==> src/rtl/pipe_stall_ctrl.sv <==
// Stall/flush controller for the IF/ID and ID/EX pipeline registers.
// Registers one action per cycle (RUN, STALL, FLUSH) and tracks stall and flush statistics.
module pipe_stall_ctrl #(
  parameter int PC_W      = 64,
  parameter int CTRL_W    = 10,
  parameter int MAX_STALL = 3
) (
  input  logic              clk,
  input  logic              reset,
  input  logic              hd_enable,
  input  logic              branch_taken,
  input  logic [PC_W-1:0]   if_pc,
  input  logic [31:0]       if_instr,
  input  logic [CTRL_W-1:0] id_ctrl,
  output logic              pc_write,
  output logic [PC_W-1:0]   if_id_pc,
  output logic [31:0]       if_id_instr,
  output logic              if_id_valid,
  output logic [CTRL_W-1:0] id_ex_ctrl,
  output logic              id_ex_valid,
  output logic [1:0]        state,
  output logic [15:0]       stall_count,
  output logic [15:0]       flush_count,
  output logic              stall_timeout
);

  typedef enum logic [1:0] {
    ACT_RUN   = 2'd0,
    ACT_STALL = 2'd1,
    ACT_FLUSH = 2'd2
  } action_e;

  // The run counter must be able to hold MAX_STALL+1, its saturation value.
  localparam int RUN_W = $clog2(MAX_STALL + 2);
  localparam logic [RUN_W-1:0] RUN_LIMIT = RUN_W'(MAX_STALL);
  localparam logic [RUN_W-1:0] RUN_SAT   = RUN_W'(MAX_STALL + 1);

  action_e           action;

  logic [PC_W-1:0]   if_id_pc_q,    if_id_pc_d;
  logic [31:0]       if_id_instr_q, if_id_instr_d;
  logic              if_id_valid_q, if_id_valid_d;
  logic [CTRL_W-1:0] id_ex_ctrl_q,  id_ex_ctrl_d;
  logic              id_ex_valid_q, id_ex_valid_d;
  action_e           state_q,       state_d;
  logic [RUN_W-1:0]  run_cnt_q,     run_cnt_d;
  logic [15:0]       stall_cnt_q,   stall_cnt_d;
  logic [15:0]       flush_cnt_q,   flush_cnt_d;
  logic              timeout_q,     timeout_d;

  // Flush wins over a simultaneous stall request.
  always_comb begin
    if (branch_taken)    action = ACT_FLUSH;
    else if (!hd_enable) action = ACT_STALL;
    else                 action = ACT_RUN;
  end

  // Reset cycles can never stall, so the PC keeps writing while reset is held.
  assign pc_write = reset || (action != ACT_STALL);

  always_comb begin
    // NOTE: every _d gets a default before the case so no path leaves a variable unassigned (no latches).
    if_id_pc_d    = if_id_pc_q;
    if_id_instr_d = if_id_instr_q;
    if_id_valid_d = if_id_valid_q;
    id_ex_ctrl_d  = '0;
    id_ex_valid_d = 1'b0;
    state_d       = action;
    run_cnt_d     = '0;
    stall_cnt_d   = stall_cnt_q;
    flush_cnt_d   = flush_cnt_q;
    timeout_d     = timeout_q;

    unique case (action)
      ACT_RUN: begin
        if_id_pc_d    = if_pc;
        if_id_instr_d = if_instr;
        if_id_valid_d = 1'b1;
        id_ex_ctrl_d  = id_ctrl;
        id_ex_valid_d = 1'b1;
      end
      ACT_STALL: begin
        if (run_cnt_q == RUN_LIMIT) timeout_d = 1'b1;
        run_cnt_d = (run_cnt_q == RUN_SAT) ? RUN_SAT : run_cnt_q + 1'b1;
        if (stall_cnt_q != 16'hFFFF) stall_cnt_d = stall_cnt_q + 16'd1;
      end
      ACT_FLUSH: begin
        if_id_pc_d    = '0;
        if_id_instr_d = '0;
        if_id_valid_d = 1'b0;
        if (flush_cnt_q != 16'hFFFF) flush_cnt_d = flush_cnt_q + 16'd1;
      end
      default: ;
    endcase
  end

  // NOTE: sequential state uses non-blocking assignments so all flops update from pre-edge values.
  always_ff @(posedge clk) begin
    if (reset) begin
      if_id_pc_q    <= '0;
      if_id_instr_q <= '0;
      if_id_valid_q <= 1'b0;
      id_ex_ctrl_q  <= '0;
      id_ex_valid_q <= 1'b0;
      state_q       <= ACT_RUN;
      run_cnt_q     <= '0;
      stall_cnt_q   <= '0;
      flush_cnt_q   <= '0;
      timeout_q     <= 1'b0;
    end else begin
      if_id_pc_q    <= if_id_pc_d;
      if_id_instr_q <= if_id_instr_d;
      if_id_valid_q <= if_id_valid_d;
      id_ex_ctrl_q  <= id_ex_ctrl_d;
      id_ex_valid_q <= id_ex_valid_d;
      state_q       <= state_d;
      run_cnt_q     <= run_cnt_d;
      stall_cnt_q   <= stall_cnt_d;
      flush_cnt_q   <= flush_cnt_d;
      timeout_q     <= timeout_d;
    end
  end

  assign if_id_pc      = if_id_pc_q;
  assign if_id_instr   = if_id_instr_q;
  assign if_id_valid   = if_id_valid_q;
  assign id_ex_ctrl    = id_ex_ctrl_q;
  assign id_ex_valid   = id_ex_valid_q;
  assign state         = state_q;
  assign stall_count   = stall_cnt_q;
  assign flush_count   = flush_cnt_q;
  assign stall_timeout = timeout_q;

endmodule

==> config.mk <==
export PLATFORM = sky130hd
export DESIGN_NAME = pipe_stall_ctrl
export DESIGN_NICKNAME = d
export VERILOG_FILES = /design/src/rtl/pipe_stall_ctrl.sv
export SDC_FILE = /design/constraint.sdc
export NUM_CORES = 1
export LEC_CHECK = 0
export ABC_AREA = 0
export CORE_MARGIN = 3
export CORE_UTILIZATION = 40
export CTS_CLUSTER_DIAMETER = 40
export DETAILED_ROUTE_END_ITERATION = 10
export HOLD_SLACK_MARGIN = 0.06
export PLACE_DENSITY = 0.81
export SLEW_MARGIN = 20
export SYNTH_ARGS = -nofsm -noshare
export SYNTH_HDL_FRONTEND = slang
export SYNTH_SLANG_ARGS = --single-unit
==> constraint.sdc <==
create_clock -name clk -period 2.2 [get_ports clk]
set_input_delay 0.44 -clock clk [delete_from_list [all_inputs] [get_ports clk]]
set_output_delay 0.44 -clock clk [all_outputs]
set_load 0.005 [all_outputs]
* After elaboration in Yosys (flattened, before gate mapping)
Cells that the tools add are included.
Operators by class: add/sub/neg operators 3, equality and inequality tests 7, mux-type cells 7, bitwise gates (word level) 2, reductions and logical operators 9
Operator list (number):
- 64-bit case mux with 2 select lines | 1
- 32-bit case mux with 2 select lines | 1
- 16-bit by 1-bit adder with 16-bit output (second input constant) | 2
- 16-bit inequality test (second input constant) | 2
- 2-bit AND reduction | 3
- 2-bit OR reduction | 2
- 3-bit by 1-bit adder with 3-bit output (second input constant) | 1
- 3-bit by 2-bit equality test with 1-bit output (second input constant) | 1
- 3-bit equality test (second input constant) | 1
- 3-bit two-way mux | 1
- 3-bit OR reduction | 1
- 2-bit by 1-bit equality test with 1-bit output (second input constant) | 1
- 2-bit equality test (second input constant) | 1
- 2-bit zero test | 1
- 1-bit two-way mux | 2
- 2-bit two-way mux | 1
- 2-bit by 1-bit inequality test with 1-bit output (second input constant) | 1
- 1-bit NOT | 2
- 1-bit case mux with 2 select lines | 1
- 2-bit nonzero test | 1
- 1-bit logical OR | 1
Word-level totals: register bits 146, output and inout port bits 144

* Logic depth before layout (Yosys ltp)
Gate-level depths: netlist (run 1).
word-level depth 5, depth in mapped cells 6, depth with buffers taken out 5

* Worst setup path before layout (run 1)
Ideal clock, no wire load.
kind flip-flop to flip-flop, start point register stall_cnt_q[0], in the netlist stall_count[0], end point register stall_cnt_q[1], in the netlist stall_count[1], library setup time 0.129 ns, arrival time 1.639 ns, data required time 2.071 ns, slack 0.432 ns, stages on the path, launching flop included 7, clock period less this slack 1.768 ns, path through dfxtp_1 -> ha_1 -> nand4_1 -> o41ai_4 -> buf_6 -> mux2i_1 -> nor2_1
Between the ends: cells in the longest elaborated chain, start to end 2
Ends and longest elaborated chain:
- start: declaration | RTL line 47 | logic [15:0] stall_cnt_q, stall_cnt_d;
- start signal: assignment | RTL line 118 | stall_cnt_q <= stall_cnt_d;
- branches (longest 2 deep; another with 16-bit by 1-bit adder with 16-bit output)
Parallel ways; which one is timed is not known. A chain may end at the register's enable or synchronous reset.

* Final worst setup path (run 1)
start point input branch_taken, end point register stall_cnt_q[15], in the netlist stall_count[15]
Between the ends: cells in the longest elaborated chain, start to end 3
Ends and longest elaborated chain:
- start: declaration | RTL line 11 | input logic branch_taken,
- 2-bit two-way mux | RTL line 53 | if (branch_taken) action = ACT_FLUSH;
- 2-bit by 1-bit equality test with 1-bit output | RTL line 74 | unique case (action)
- 2-bit AND reduction (no line)
No other way between the ends.

==> flow_summary.yaml, run 1 <==
power:
  p_leak_nw: 3.210
  p_sw_share_pct: 20.72
  sequentialPowerShare_pct: 44.0
  power_frac_clock_pct: 47.3
  p_sw_mw: 1.300
  p_int_mw: 4.976
  vdd_drop_max_uv: 599.4
  power_density_nw_per_um2: 731.5
  power_frac_comb_pct: 8.7
clocking:
  clk-insertion-delay-late_ns: 0.41
  cts_tree: "yes"
  clockRootBuffer: "clkbuf_16"
  htree_levels: 4
  numCtsBuffers: 17
  path_clk_slew_ns: 0.06
  cts_sinks: 146
  postCtsHoldBufs: 0
  cts.path.max_buffers: 2
route:
  wl_per_cell_um: 19.31
  vias: 4831
  ant_nets: 0
  postRouteWirelength_um: 17540
  viasPerCell: 5.320
  drt_iter0_drc: 341
  drt-pass1-iter-count: 4
  drc: 0
timing:
  setup_viol: 0
  setup_tns_ns: 0
  worst_slew_pin_slew_ns: 0.5541
  drv_slew: 0
  fmax_mhz: 482.8
  final.min_clock_period_ns: 2.071
  period_share_pct: 94.15
  rsz0062_at_grt: "false"
  hold_violations: 0
  relSlewSlack_pct: 62.72
  worst_clock_skew_ns: 0.004666
yosys:
  yosys.area_share.xor_xnor_pct: 0.3434
  synth.distinct_cells: 44
  synth_area_leaders: "dfxtp_1, a22o_1, a21oi_1"
  synth-edff-count: 0
  synth_nets: 576
  yosysSeqAreaShare_pct: 57.30
  synth_top_area_share_pct: 57.30
  yosys.area.top_type: "dfxtp_1"
  synth_compound_area_share_pct: 23.15
  yosysWarnings: 0
  syn_area_um2: 5101
  yosys-mux-area-fraction_pct: 0.8585
  yosysMostFrequentCell: "dfxtp_1"
  async_reset_ff_share_pct: 0
  ys_seq_elements: 146
  synth_flop_cell: "dfxtp_1"
  ys_top_cells_by_count: "dfxtp_1, a22o_1, a21oi_1"
  synthAdderAreaFrac_pct: 1.226
  synth_top_family_by_area: "compound AO/OA/AOI/OAI gates"
  synth.avg_cell_area_um2: 11.07
  synth_cells: 461
  yosys.area_share.simple_pct: 13.42
setup_path:
  r2r-start: "stall_count[1]"
  worstSetupStartpointType: "primary input"
  slowest_stage: "clkdlybuf4s50_1"
  path_cells: "clkdlybuf4s50_1, buf_4, nor4bb_1, and4b_1, or4b_1, a21oi_1"
  worstPathRequired_ns: 2.54
  critPathKind: "primary input to flop"
  rrSetupSlack_ns: 0.20
  cp_num_buf_inv: 2
  crit_start: "branch_taken"
  critPathArrivalTime_ns: 2.41
  critPathTopFamily: "simple AND/OR/NAND/NOR gates"
  worstRegToRegCells: 5
  r2r_end: "stall_count[9]"
  slowest_delay_ns: 0.50
  setup.worst_path.end_class: "flop"
  path_max_fanout: 4
floorplan:
  dieArea_um2: 14140
  pin_count: 254
  core_um2: 12260
  die_x_um: 118.9
  die_h_um: 118.9
  rows: 40
  initial_utilization_pct: 41.60
min_path:
  min_from: "if_id_instr[24]"
  hold_depth: 1
  hp-class: "flop to flop"
  holdPathEnd: "if_id_instr[24]"
placement:
  portBuffers: 253
  dp_hpwl_um: 12570
  gp_congestion: 0.8721
global_route:
  use_met2_pct: 42.45
  antenna_found_initial: 1
  grt-busiest-layer: "met2"
  grt_pass1_wl_um: 27030
  use_met3_pct: 11.68
  grt_max_degree: 73
  grt_pass1_vias: 5054
  grt_overflow: 0
  grt_use_total_pct: 24.35
  met1_usage_pct: 24.76
run_status:
  outcome: "finished, final reports clean"
final_layout:
  nets: 842
  area_growth_pct: 68.19
  multi_input_area_um2: 2006
  fillers: 870
  fin_util_pct: 69.97
  regArea_um2: 2923
  drive_gt1_share_pct: 9.066
flow_run:
  cap_violations: 0
-- how the worst max path moves through the flow --
stage | endpoint | slack (ns) | cells after the start
floorplan | stall_count[1] | 0.43 | 6
global placement | flush_count[8] | -0.07 | 6
detailed placement | flush_count[8] | -0.12 | 6
CTS | stall_count[1] | 0.008 | 6
global route | stall_count[15] | 0.08 | 6
finish | stall_count[15] | 0.13 | 6
-- flip-flops by register name (all words and copies together), names as in the netlist --
| signal | count |
|---|---|
| stall_count | 16 |
| run_cnt_q | 3 |
| id_ex_ctrl | 10 |
| flush_count | 16 |
| id_ex_valid | 1 |
| if_id_valid | 1 |
| if_id_pc | 64 |
| stall_timeout | 1 |
| if_id_instr | 32 |
| state | 2 |
-- through the flow --
step	setup slack (ns)	cell area (µm²)	power, mW	hold slack, ns	std cells
after global routing	0.08115	8579	6.483	0.4928	908
after global placement	-0.07461	7933	3.337	0.4606	873
final	0.1288	8579	6.276	0.4776	908
after detailed placement	-0.1170	7933	3.348	0.4632	873
after floorplan	0.4322	5101	2.942	0.4604	461
after CTS	0.008074	8552	6.324	0.4808	904
-- routing by layer --
metal	part of all wire, %	vias up
met5	0	-
met4	3.3	0
met3	9.6	40
met2	51	221
met1	37	2293
li1	-	2277
-- final cells by class --
cell class                 instances  area share [%]
inverter                          14          0.6125
multi-input combinational        270           23.38
timing repair buffer             278           32.32
sequential                       146           34.07
clock buffer                      22           5.644
clock inverter                     9           1.502
antenna                            1         0.02917
tap                              168           2.450
-- cells by family (layout without fill, tap and decap cells) --
| logic type | count (synthesis) | after routing |
|---|---|---|
| AO/OA/AOI/OAI | 151 | 151 |
| flip-flops | 146 | 146 |
| AND/OR/NAND/NOR | 108 | 108 |
| buffers and inverters | 45 | 323 |
| adder cells (fa/ha/maj) | 5 | 5 |
| multiplexers | 4 | 4 |
| XOR/XNOR | 2 | 2 |
| other | 0 | 1 |
-- worst reg2reg max path: stages (launching register included) --
cell and delay [ns]:
dfxtp_1 0.42, ha_1 0.28, nand4_1 0.20, nor4_1 0.56, nor4_1 0.13, mux2_2 0.30
-- cell usage in the layout (no fill, tap or decap), types with 2 or more instances in the layout --
cell type	synthesis	layout
clkdlybuf4s50_1	0	252
dfxtp_1	146	146
a22o_1	96	96
a21oi_1	27	27
buf_4	1	21
clkbuf_16	0	17
inv_1	14	14
nand2_1	14	14
or3_1	12	12
and2_1	11	11
nor2_1	11	11
o31ai_1	11	11
nand3_1	10	10
or4_1	10	10
o21ai_1	8	8
nand4_1	7	7
and4_1	5	5
ha_1	5	5
and3_1	4	4
o21ai_0	4	4
clkbuf_8	0	4
buf_12	0	4
nand4_2	3	3
nor4_1	3	3
nor2b_1	3	3
nor3_1	4	3
bufinv_16	0	3
clkinv_2	0	3
o41ai_1	2	2
or4b_1	2	2
mux2_1	2	2
clkinvlp_4	0	2
-- power by group through the flow --
stage / clock network (mW) / logic [mW] / registers, mW
after floorplan: 0 / 0.124 / 2.82
after global placement: 0 / 0.525 / 2.81
after detailed placement: 0 / 0.534 / 2.81
after CTS: 3.02 / 0.544 / 2.76
after global routing: 3.14 / 0.579 / 2.77
final: 2.97 / 0.546 / 2.76
-- what timing repair did --
action                                  4_1_cts  5_1_grt
endpoints found under the setup margin        1        8
resized for setup                             1        1
buffers inserted                              0        3
pin swaps                                     1        2
No activity file was read; power rests on OpenSTA's default activity.
==> run 2, diff against run 1 <==
--- a/config.mk
+++ b/config.mk
@@ -9,10 +9,12 @@
 export CORE_MARGIN = 3
 export CORE_UTILIZATION = 40
 export CTS_CLUSTER_DIAMETER = 40
+export CTS_CLUSTER_SIZE = 20
 export DETAILED_ROUTE_END_ITERATION = 10
+export GPL_TIMING_DRIVEN = 0
 export HOLD_SLACK_MARGIN = 0.06
 export PLACE_DENSITY = 0.81
-export SLEW_MARGIN = 20
+export SLEW_MARGIN = 25
 export SYNTH_ARGS = -nofsm -noshare
 export SYNTH_HDL_FRONTEND = slang
 export SYNTH_SLANG_ARGS = --single-unit
==> flow_summary.yaml, run 2 (synthesis results as in run 1) <==
run_status:
  outcome: "finished, final reports clean"
global_route:
  antenna_found_initial: 0
  grt_overflow: 0
  grt_pass1_vias: 5214
  grt_max_degree: 19
  grt_pass1_wl_um: 27740
  grt_use_total_pct: 25.11
final_layout:
  final_common_cell: "clkdlybuf4s50_1"
  fillers: 888
  final_cell_mix: "clkdlybuf4s50_1, dfxtp_1, a22o_1"
  instances_no_fill: 913
  nets: 847
  largest_reg_flops: 64
  fin_util_pct: 69.00
  drive_gt1_share_pct: 6.586
  regArea_um2: 2923
  multi_input_area_um2: 1994
  area_growth_pct: 65.86
floorplan:
  dieArea_um2: 14140
  initial_utilization_pct: 41.60
  core_um2: 12260
  die_h_um: 118.9
  pin_count: 254
  rows: 40
  die_x_um: 118.9
power:
  p_leak_nw: 3.141
  finalPower_mw: 6.295
  vdd_drop_max_uv: 453.5
  power_density_nw_per_um2: 744.0
setup_path:
  setup.worst_path.end_class: "output pin"
  worstSetupStartpointType: "primary input"
  path_cells: "dlygate4sd2_1, nor3_2, clkbuf_8, inv_1, clkdlybuf4s50_1"
  critPathArrivalTime_ns: 1.64
  r2r-start: "stall_count[0]"
  critPathKind: "primary input to output pin"
  slowest_stage: "clkdlybuf4s50_1"
  path_max_fanout: 5
  r2r_end: "stall_count[1]"
  rrSetupSlack_ns: 0.16
  worstPathRequired_ns: 1.76
  critPathCapture: "pc_write"
  crit_start: "hd_enable"
  slowest_delay_ns: 0.48
  worstRegToRegCells: 6
placement:
  dp_hpwl_um: 13470
  gp_congestion: 0.9137
  dp.cells: 881
  portBuffers: 252
  dp_slack_ns: -0.8833
timing:
  rsz0062_at_grt: "false"
  relSlewSlack_pct: 62.76
  hold_slack_ns: 0.2873
  setup_slack_ns: 0.1151
  final.min_clock_period_ns: 2.085
  setup_viol: 0
  worst_slew_pin_slew_ns: 0.5585
  worst_clock_skew_ns: 0.004804
  hold_violations: 0
  period_share_pct: 94.77
  fmax_mhz: 479.6
  drv_slew: 0
route:
  ant_nets: 0
  wl_per_cell_um: 19.66
  drt_iter0_drc: 405
  vias: 4858
  drt-pass1-iter-count: 6
  postRouteWirelength_um: 17950
  drc: 0
  viasPerCell: 5.321
clocking:
  path_clk_slew_ns: 0.06
  clk-insertion-delay-late_ns: 0.42
  cts_sinks: 146
  clockRootBuffer: "clkbuf_16"
  htree_levels: 4
  cts.path.max_buffers: 2
  cts_tree: "yes"
  numCtsBuffers: 17
flow_run:
  cap_violations: 0
min_path:
  hp-class: "primary input to flop"
  min_from: "branch_taken"
-- run 2: cell type report --
| cell class | instances | share of cell area (%) |
|---|---|---|
| antenna | 1 | 0.02958 |
| tap | 168 | 2.484 |
| buffer | 30 | 1.671 |
| multi-input combinational | 270 | 23.57 |
| inverter | 14 | 0.6211 |
| timing repair buffer | 253 | 29.87 |
| clock inverter | 10 | 1.878 |
| sequential | 146 | 34.55 |
| clock buffer | 21 | 5.324 |
-- run 2: timing repair --
action / in CTS / in global routing
endpoints found under the setup margin: 1 / 0
setup buffers: 1 / 0
hold buffers: 0 / 0
gates resized for setup: 6 / 0
-- run 2: per-stage QoR --
step           instance area [µm²]  TNS, ns
2_1_floorplan                 5101        0
3_3_place_gp                  7834   -21.76
3_5_place_dp                  7834   -25.92
4_1_cts                       8458        0
5_1_grt                       8458        0
6_report                      8461        0
-- run 2: per-layer routing --
| metal | wire length [µm] | global-route usage, % | part of all wire, % | up-vias |
|---|---|---|---|---|
| li1 | - | - | - | 2290 |
| met1 | 6369 | 25.20 | 35 | 2322 |
| met2 | 9350 | 44.51 | 52 | 209 |
| met3 | 1790 | 11.82 | 10 | 37 |
| met4 | 435 | 10.57 | 2.4 | 0 |
| met5 | 0 | 0 | 0 | - |
-- run 2: worst min-delay path by stage --
stage / endpoint / slack [ns] / cells after the start
2_1_floorplan: stall_timeout / 0.46 / 2
3_3_place_gp: if_id_instr[18] / 0.46 / 1
3_5_place_dp: if_id_pc[9] / 0.46 / 1
4_1_cts: if_id_valid / 0.27 / 2
5_1_grt: if_id_valid / 0.30 / 2
6_report: if_id_valid / 0.29 / 2
-- run 2: critical path, delay by kind of cell --
family	cells	cell delay [ns]
buffers and inverters	4	0.98
and+or+nand+nor	1	0.22
-- run 2: where the power goes --
| group | internal [mW] | switching (mW) |
|---|---|---|
| registers | 2.72 | 0.0445 |
| logic | 0.345 | 0.180 |
| clock network | 1.91 | 1.09 |
